**src/rtl/ram_fifo_pkg.sv**
```systemverilog
// Shared constants and sizing helpers for the RAM-backed FWFT FIFO controller.
package ram_fifo_pkg;

    localparam int DEF_ADDR_WIDTH = 10;
    localparam int DEF_DATA_WIDTH = 32;
    localparam int DEPTH          = 1 << DEF_ADDR_WIDTH;
    localparam int OUTBUF_DEPTH   = 2;

    function automatic int depth_of(input int addr_width);
        return 1 << addr_width;
    endfunction

    function automatic int ptr_width(input int addr_width);
        return addr_width + 1;
    endfunction

    function automatic int level_width(input int addr_width);
        return addr_width + 2;
    endfunction

endpackage

```
**src/rtl/ram_fifo_outbuf.sv**
```systemverilog
// Two-entry register FIFO that catches RAM read data and presents the head word.
module ram_fifo_outbuf
    import ram_fifo_pkg::*;
#(
    parameter int DATA_WIDTH = DEF_DATA_WIDTH
) (
    input  logic                  clk,
    input  logic                  rst,
    input  logic                  i_push,
    input  logic [DATA_WIDTH-1:0] i_push_data,
    input  logic                  i_pop,
    output logic [1:0]            o_occ,
    output logic [DATA_WIDTH-1:0] o_head
);

    logic [DATA_WIDTH-1:0] r_data0;
    logic [DATA_WIDTH-1:0] r_data1;
    logic [1:0]            r_occ;

    // Entry 0 is always the head; a pop shifts entry 1 forward.
    always_ff @(posedge clk) begin
        if (rst) begin
            r_data0 <= '0;
            r_data1 <= '0;
            r_occ   <= '0;
        end else begin
            case ({i_push, i_pop})
                2'b10: begin
                    if (r_occ == 2'd0) r_data0 <= i_push_data;
                    else               r_data1 <= i_push_data;
                    r_occ <= r_occ + 2'd1;
                end
                2'b01: begin
                    r_data0 <= r_data1;
                    r_occ   <= r_occ - 2'd1;
                end
                2'b11: begin
                    if (r_occ == 2'd1) begin
                        r_data0 <= i_push_data;
                    end else begin
                        r_data0 <= r_data1;
                        r_data1 <= i_push_data;
                    end
                end
                default: ;
            endcase
        end
    end

    assign o_occ  = r_occ;
    assign o_head = r_data0;

endmodule

```
**src/rtl/ram_fifo_ctrl.sv**
```systemverilog
// FWFT FIFO controller driving an external dual-port RAM (A = write, B = read)
// with a 2-entry output buffer hiding the RAM's registered read latency.
module ram_fifo_ctrl
    import ram_fifo_pkg::*;
#(
    parameter int DATA_WIDTH = DEF_DATA_WIDTH,
    parameter int ADDR_WIDTH = DEF_ADDR_WIDTH
) (
    input  logic                  clk,
    input  logic                  rst,
    input  logic                  s_valid,
    output logic                  s_ready,
    input  logic [DATA_WIDTH-1:0] s_data,
    output logic                  m_valid,
    input  logic                  m_ready,
    output logic [DATA_WIDTH-1:0] m_data,
    output logic [ADDR_WIDTH+1:0] level,
    output logic                  full,
    output logic                  empty,
    output logic                  ram_ena,
    output logic                  ram_wea,
    output logic [ADDR_WIDTH-1:0] ram_addra,
    output logic [DATA_WIDTH-1:0] ram_dina,
    output logic                  ram_enb,
    output logic                  ram_web,
    output logic [ADDR_WIDTH-1:0] ram_addrb,
    input  logic [DATA_WIDTH-1:0] ram_doutb
);

    logic [ADDR_WIDTH:0]   r_wr_ptr;
    logic [ADDR_WIDTH:0]   r_rd_ptr;
    logic [ADDR_WIDTH:0]   r_ram_cnt;
    logic                  r_inflight;
    logic [ADDR_WIDTH+1:0] r_level;

    logic                  w_s_ready;
    logic                  w_wr;
    logic                  w_issue;
    logic                  w_pop;
    logic                  w_m_valid;
    logic [1:0]            w_occ;
    logic [2:0]            w_pend;
    logic [DATA_WIDTH-1:0] w_head;

    // ram_cnt never exceeds DEPTH, so its MSB alone marks the RAM region full.
    assign w_s_ready = !rst && !r_ram_cnt[ADDR_WIDTH];
    assign w_wr      = s_valid && w_s_ready;
    assign w_m_valid = !rst && (w_occ != 2'd0);
    assign w_pop     = w_m_valid && m_ready;
    assign w_pend    = {1'b0, w_occ} + {2'b00, r_inflight} - {2'b00, w_pop};
    assign w_issue   = !rst && (r_ram_cnt != '0) && (w_pend < 3'd2);

    always_ff @(posedge clk) begin
        if (rst) begin
            r_wr_ptr   <= '0;
            r_rd_ptr   <= '0;
            r_ram_cnt  <= '0;
            r_inflight <= 1'b0;
            r_level    <= '0;
        end else begin
            r_wr_ptr   <= r_wr_ptr + {{ADDR_WIDTH{1'b0}}, w_wr};
            r_rd_ptr   <= r_rd_ptr + {{ADDR_WIDTH{1'b0}}, w_issue};
            r_ram_cnt  <= r_ram_cnt + {{ADDR_WIDTH{1'b0}}, w_wr}
                                    - {{ADDR_WIDTH{1'b0}}, w_issue};
            r_inflight <= w_issue;
            r_level    <= r_level + {{(ADDR_WIDTH+1){1'b0}}, w_wr}
                                  - {{(ADDR_WIDTH+1){1'b0}}, w_pop};
        end
    end

    ram_fifo_outbuf #(
        .DATA_WIDTH(DATA_WIDTH)
    ) u_outbuf (
        .clk        (clk),
        .rst        (rst),
        .i_push     (r_inflight),
        .i_push_data(ram_doutb),
        .i_pop      (w_pop),
        .o_occ      (w_occ),
        .o_head     (w_head)
    );

    assign s_ready   = w_s_ready;
    assign m_valid   = w_m_valid;
    assign m_data    = w_head;
    assign level     = rst ? '0 : r_level;
    assign full      = !rst && r_ram_cnt[ADDR_WIDTH];
    assign empty     = (level == '0);

    assign ram_ena   = w_wr;
    assign ram_wea   = w_wr;
    assign ram_addra = r_wr_ptr[ADDR_WIDTH-1:0];
    assign ram_dina  = s_data;
    assign ram_enb   = w_issue;
    assign ram_web   = 1'b0;
    assign ram_addrb = r_rd_ptr[ADDR_WIDTH-1:0];

endmodule
```
**config.mk**
```make
export PLATFORM = sky130hd
export DESIGN_NAME = ram_fifo_ctrl
export DESIGN_NICKNAME = d
export VERILOG_FILES = /design/src/rtl/ram_fifo_pkg.sv /design/src/rtl/ram_fifo_outbuf.sv /design/src/rtl/ram_fifo_ctrl.sv
export SDC_FILE = /design/constraint.sdc
export NUM_CORES = 1
export LEC_CHECK = 0
export CAP_MARGIN = 20
export CORE_UTILIZATION = 47
export CTS_BUF_LIST = sky130_fd_sc_hd__clkbuf_4 sky130_fd_sc_hd__clkbuf_8 sky130_fd_sc_hd__clkbuf_16
export CTS_CLUSTER_SIZE = 20
export DETAILED_ROUTE_END_ITERATION = 10
export GPL_TIMING_DRIVEN = 0
export HOLD_SLACK_MARGIN = 0.06
export PLACE_DENSITY_LB_ADDON = 0.3
export SKIP_CTS_REPAIR_TIMING = 1
export SYNTH_ARGS = -nofsm -noshare
export SYNTH_HDL_FRONTEND = slang
export SYNTH_SLANG_ARGS = --single-unit
```
**constraint.sdc**
```tcl
create_clock -name clk -period 6.18 [get_ports clk]
set_input_delay 0.927 -clock clk [delete_from_list [all_inputs] [get_ports clk]]
set_output_delay 0.927 -clock clk [all_outputs]
set_load 0.01 [all_outputs]
```
==> flow_metrics.tcl <==
set metrics [dict create \
    synth.distinct_cells 48 \
    synth_area_leaders "dfxtp_1, ha_1, nor2_1" \
    period_needed_ns 5.67 \
    ant_nets 0 \
    path_buf_inv 6 \
    arrival_ns 5.89 \
    grt_max_degree 20 \
    met1Wirelength_microns 6310 \
    power_frac_clock_pct 15.7 \
    async_reset_ff_share_pct 0 \
    totalPowerFinal_uw 3600 \
    die_w_microns 111 \
    cp_cell_sequence "clkdlybuf4s50_1 > buf_2 > buf_1 > nor2_1 > nand2_1 > inv_1 > ha_1 > nand2b_1 > fa_1 > xor2_1 > nor4b_2 > ha_1 > inv_1 > ha_1 > inv_1 > fa_1 > nor2b_1 > o2111ai_1 > a31oi_1 > o21a_1 > nor3_1" \
    violations "DRC" \
    root_buffer "clkbuf_16" \
    clock_latency_ns 0.35 \
    max_slew.worst_pin.slew_ns 0.582 \
    p_sw_uw 1490 \
    core_sq_um 11500 \
    dp_hpwl_microns 11000 \
    boundaryPins 172 \
    max-cap-violations 0 \
    yosysMostFrequentCell "dfxtp_1" \
    gp_congestion 0.880 \
    grt_pass1_wl_microns 23400 \
    dr_wl_met2_microns 6970 \
    setup-violations-final 0 \
    drv_slew 0 \
    layout-drive-gt1-share_pct 8.03 \
    drt_iter0_markers 305 \
    clk_pin_slew_worst_paths_ns 0.08 \
    yosysWarnings 0 \
    switching_share_pct 41.2 \
    post-route-drc-count 36 \
    rsz0062_at_grt "false" \
    syn_area_sq_um 5620 \
    maxSlewHeadroom_pct 61.2 \
    tritoncts "done" \
    path_class "input port to register" \
    ys_seq_area_share_pct 39.2 \
    cts_buffers 9 \
    power_density_nw_per_um2 482 \
    area_delta_synth_final_pct 33.0 \
    ys_ff_latch 110 \
    max_freq_mhz 176 \
    topRoutingLayerUsed "met4" \
    final_util_pct 64.9 \
    vdd.ir_drop.worst_mv 0.253 \
    avgRoutedWirePerCell_microns 14.7 \
    crit_required_ns 6.40 \
    finalCritPeriodShare_pct 91.8 \
    netlist_instances 680 \
    fin_skew_ns 0.00841 \
    internal-power_uw 2120 \
    grt_pass1_vias 5101 \
    pwr-share-comb_pct 54.5 \
    max_stage_delay_ns 0.51 \
    vias 5291 \
    routed-wl-met3_microns 766 \
    start_kind "input port" \
    initial_core_util_pct 48.8 \
    synth.largest_area_cell "dfxtp_1" \
    io_buffers 138 \
    crit_fanout 10 \
    crit_family "adder cells" \
    wl_microns 14400 \
    p_leak_uw 0.00294 \
    dieArea_sq_um 12400 \
    synth_fp_nets 789 \
    die_y_microns 111 \
    cts_htree_levels 3 \
    first_pass_iters 7 \
    outcome "finished, violations left" \
    synth_top_area_share_pct 39.2 \
    synth_edf_count 0 \
    fill_cells 964 \
    final_nets 938 \
    grt_util_all_layers_pct 23.0 \
    end_kind "register" \
    fp-row-count 39 \
    cp_slowest_cell "nor4b_2" \
    hold_viol_final 0 \
    hold_class "register to register" \
    antennaDiodeCount 0 \
    cts_sinks 110 \
    ys_top_cells_by_count "dfxtp_1, nor2_1, nand2_1" \
    overflow 0 \
    syn_area_per_cell_sq_um 8.27 \
    yosys_most_used_dff "dfxtp_1" \
    seq_power_share_pct 29.8 \
    antenna_found_initial 0 \
    cts.path.max_buffers 2 \
    vias_per_cell 5.42 \
]
area by class of cell:
cell class                 count  area (sq um)  share of cell area (%)
multi-input combinational    464          2880                    38.6
sequential                   110          2200                    29.4
timing repair buffer         138          1380                    18.5
buffer                        67           395                    5.29
clock buffer                  10           233                    3.11
tap                          143           179                    2.39
inverter                      39           146                    1.96
clock inverter                 6          57.6                   0.770
power by group through the flow:
| stage | logic [uW] | registers, uW | clock network (uW) |
|---|---|---|---|
| floorplan | 1290 | 1100 | 0 |
| global placement | 1870 | 1080 | 0 |
| detailed placement | 1940 | 1090 | 0 |
| CTS | 1960 | 1070 | 569 |
| global route | 2180 | 1100 | 599 |
| finish | 1970 | 1070 | 564 |
logic make-up after synthesis:
kind of cell	count (synthesis)	share of synthesized area, %
muxes	3	0.601
xor gates and xnor gates	20	3.12
other	1	0.0667
DFF	110	39.2
and+or+nand+nor	233	18.5
AOI/OAI and AO/OA	166	19.3
adders and majority gates	41	9.53
buffers and inverters	106	9.64
registers in the layout, summed over array words and instances (netlist names):
register / cells
r_inflight: 1
r_level: 12
r_ram_cnt: 11
r_rd_ptr: 10
r_wr_ptr: 10
u_outbuf.o_head: 32
u_outbuf.o_occ: 2
u_outbuf.r_data1: 32
routing by layer:
metal | GRT usage [%] | vias to the layer above
li1 | - | 2615
met1 | 28.2 | 2475
met2 | 40.3 | 177
met3 | 3.92 | 24
met4 | 9.01 | 0
met5 | 0 | -
metrics by stage:
| step | hold WS, ns | instances | setup WS (ns) | area [sq um] | setup TNS, ns |
|---|---|---|---|---|---|
| 2_1_floorplan | 0.436 | 680 | 1.06 | 5620 | 0 |
| 3_3_place_gp | 0.441 | 961 | 0.0279 | 7180 | 0 |
| 3_5_place_dp | 0.446 | 961 | -0.152 | 7180 | -0.358 |
| 4_1_cts | 0.456 | 977 | 0.207 | 7470 | 0 |
| 5_1_grt | 0.479 | 977 | 0.182 | 7480 | 0 |
| 6_report | 0.457 | 977 | 0.508 | 7480 | 0 |
worst register-to-register path: stages (launching register included):
cell	delay, ns
dfxtp_1	0.43
inv_1	0.10
ha_1	0.23
nor2_1	0.17
nand2_1	0.12
inv_1	0.15
ha_1	0.25
nand2b_1	0.15
fa_1	0.37
xor2_1	0.17
nor4b_2	0.51
ha_1	0.32
inv_1	0.06
ha_1	0.16
inv_1	0.06
fa_1	0.38
nor2b_1	0.33
o2111ai_1	0.19
a31oi_1	0.27
o21a_1	0.14
nor3_1	0.04
worst paths after layout:
check                                                  startpoint                                 to  slack (ns)  cells past startpoint
worst max-delay path                                          rst            r_ram_cnt[8]$_SDFF_PP0_        0.51                     21
worst min-delay path            u_outbuf.r_data1[25]$_SDFFE_PP0P_  u_outbuf.r_data1[25]$_SDFFE_PP0P_        0.46                      2
worst max register to register     u_outbuf.o_occ[1]$_SDFFE_PP0P_            r_ram_cnt[8]$_SDFF_PP0_        1.45                     20
worst min register to register  u_outbuf.r_data1[25]$_SDFFE_PP0P_  u_outbuf.r_data1[25]$_SDFFE_PP0P_        0.46                      2
cell usage in the layout, fill, tap and decap left out, types with 6 or more instances in the layout:
cell type	Yosys	final
clkdlybuf4s50_1	0	138
dfxtp_1	110	110
nor2_1	83	83
nand2_1	78	78
a21oi_1	51	51
inv_1	39	39
a211oi_1	38	38
ha_1	38	38
buf_4	34	34
a22oi_1	32	32
clkbuf_1	20	20
o21ai_0	18	18
nor2b_1	16	16
nand3_1	15	15
xor2_1	13	13
nor3_1	12	12
clkbuf_16	0	9
buf_2	7	7
xnor2_1	7	7
or3_1	6	6
o21a_1	6	6
No activity file was read; power rests on OpenSTA's default activity.
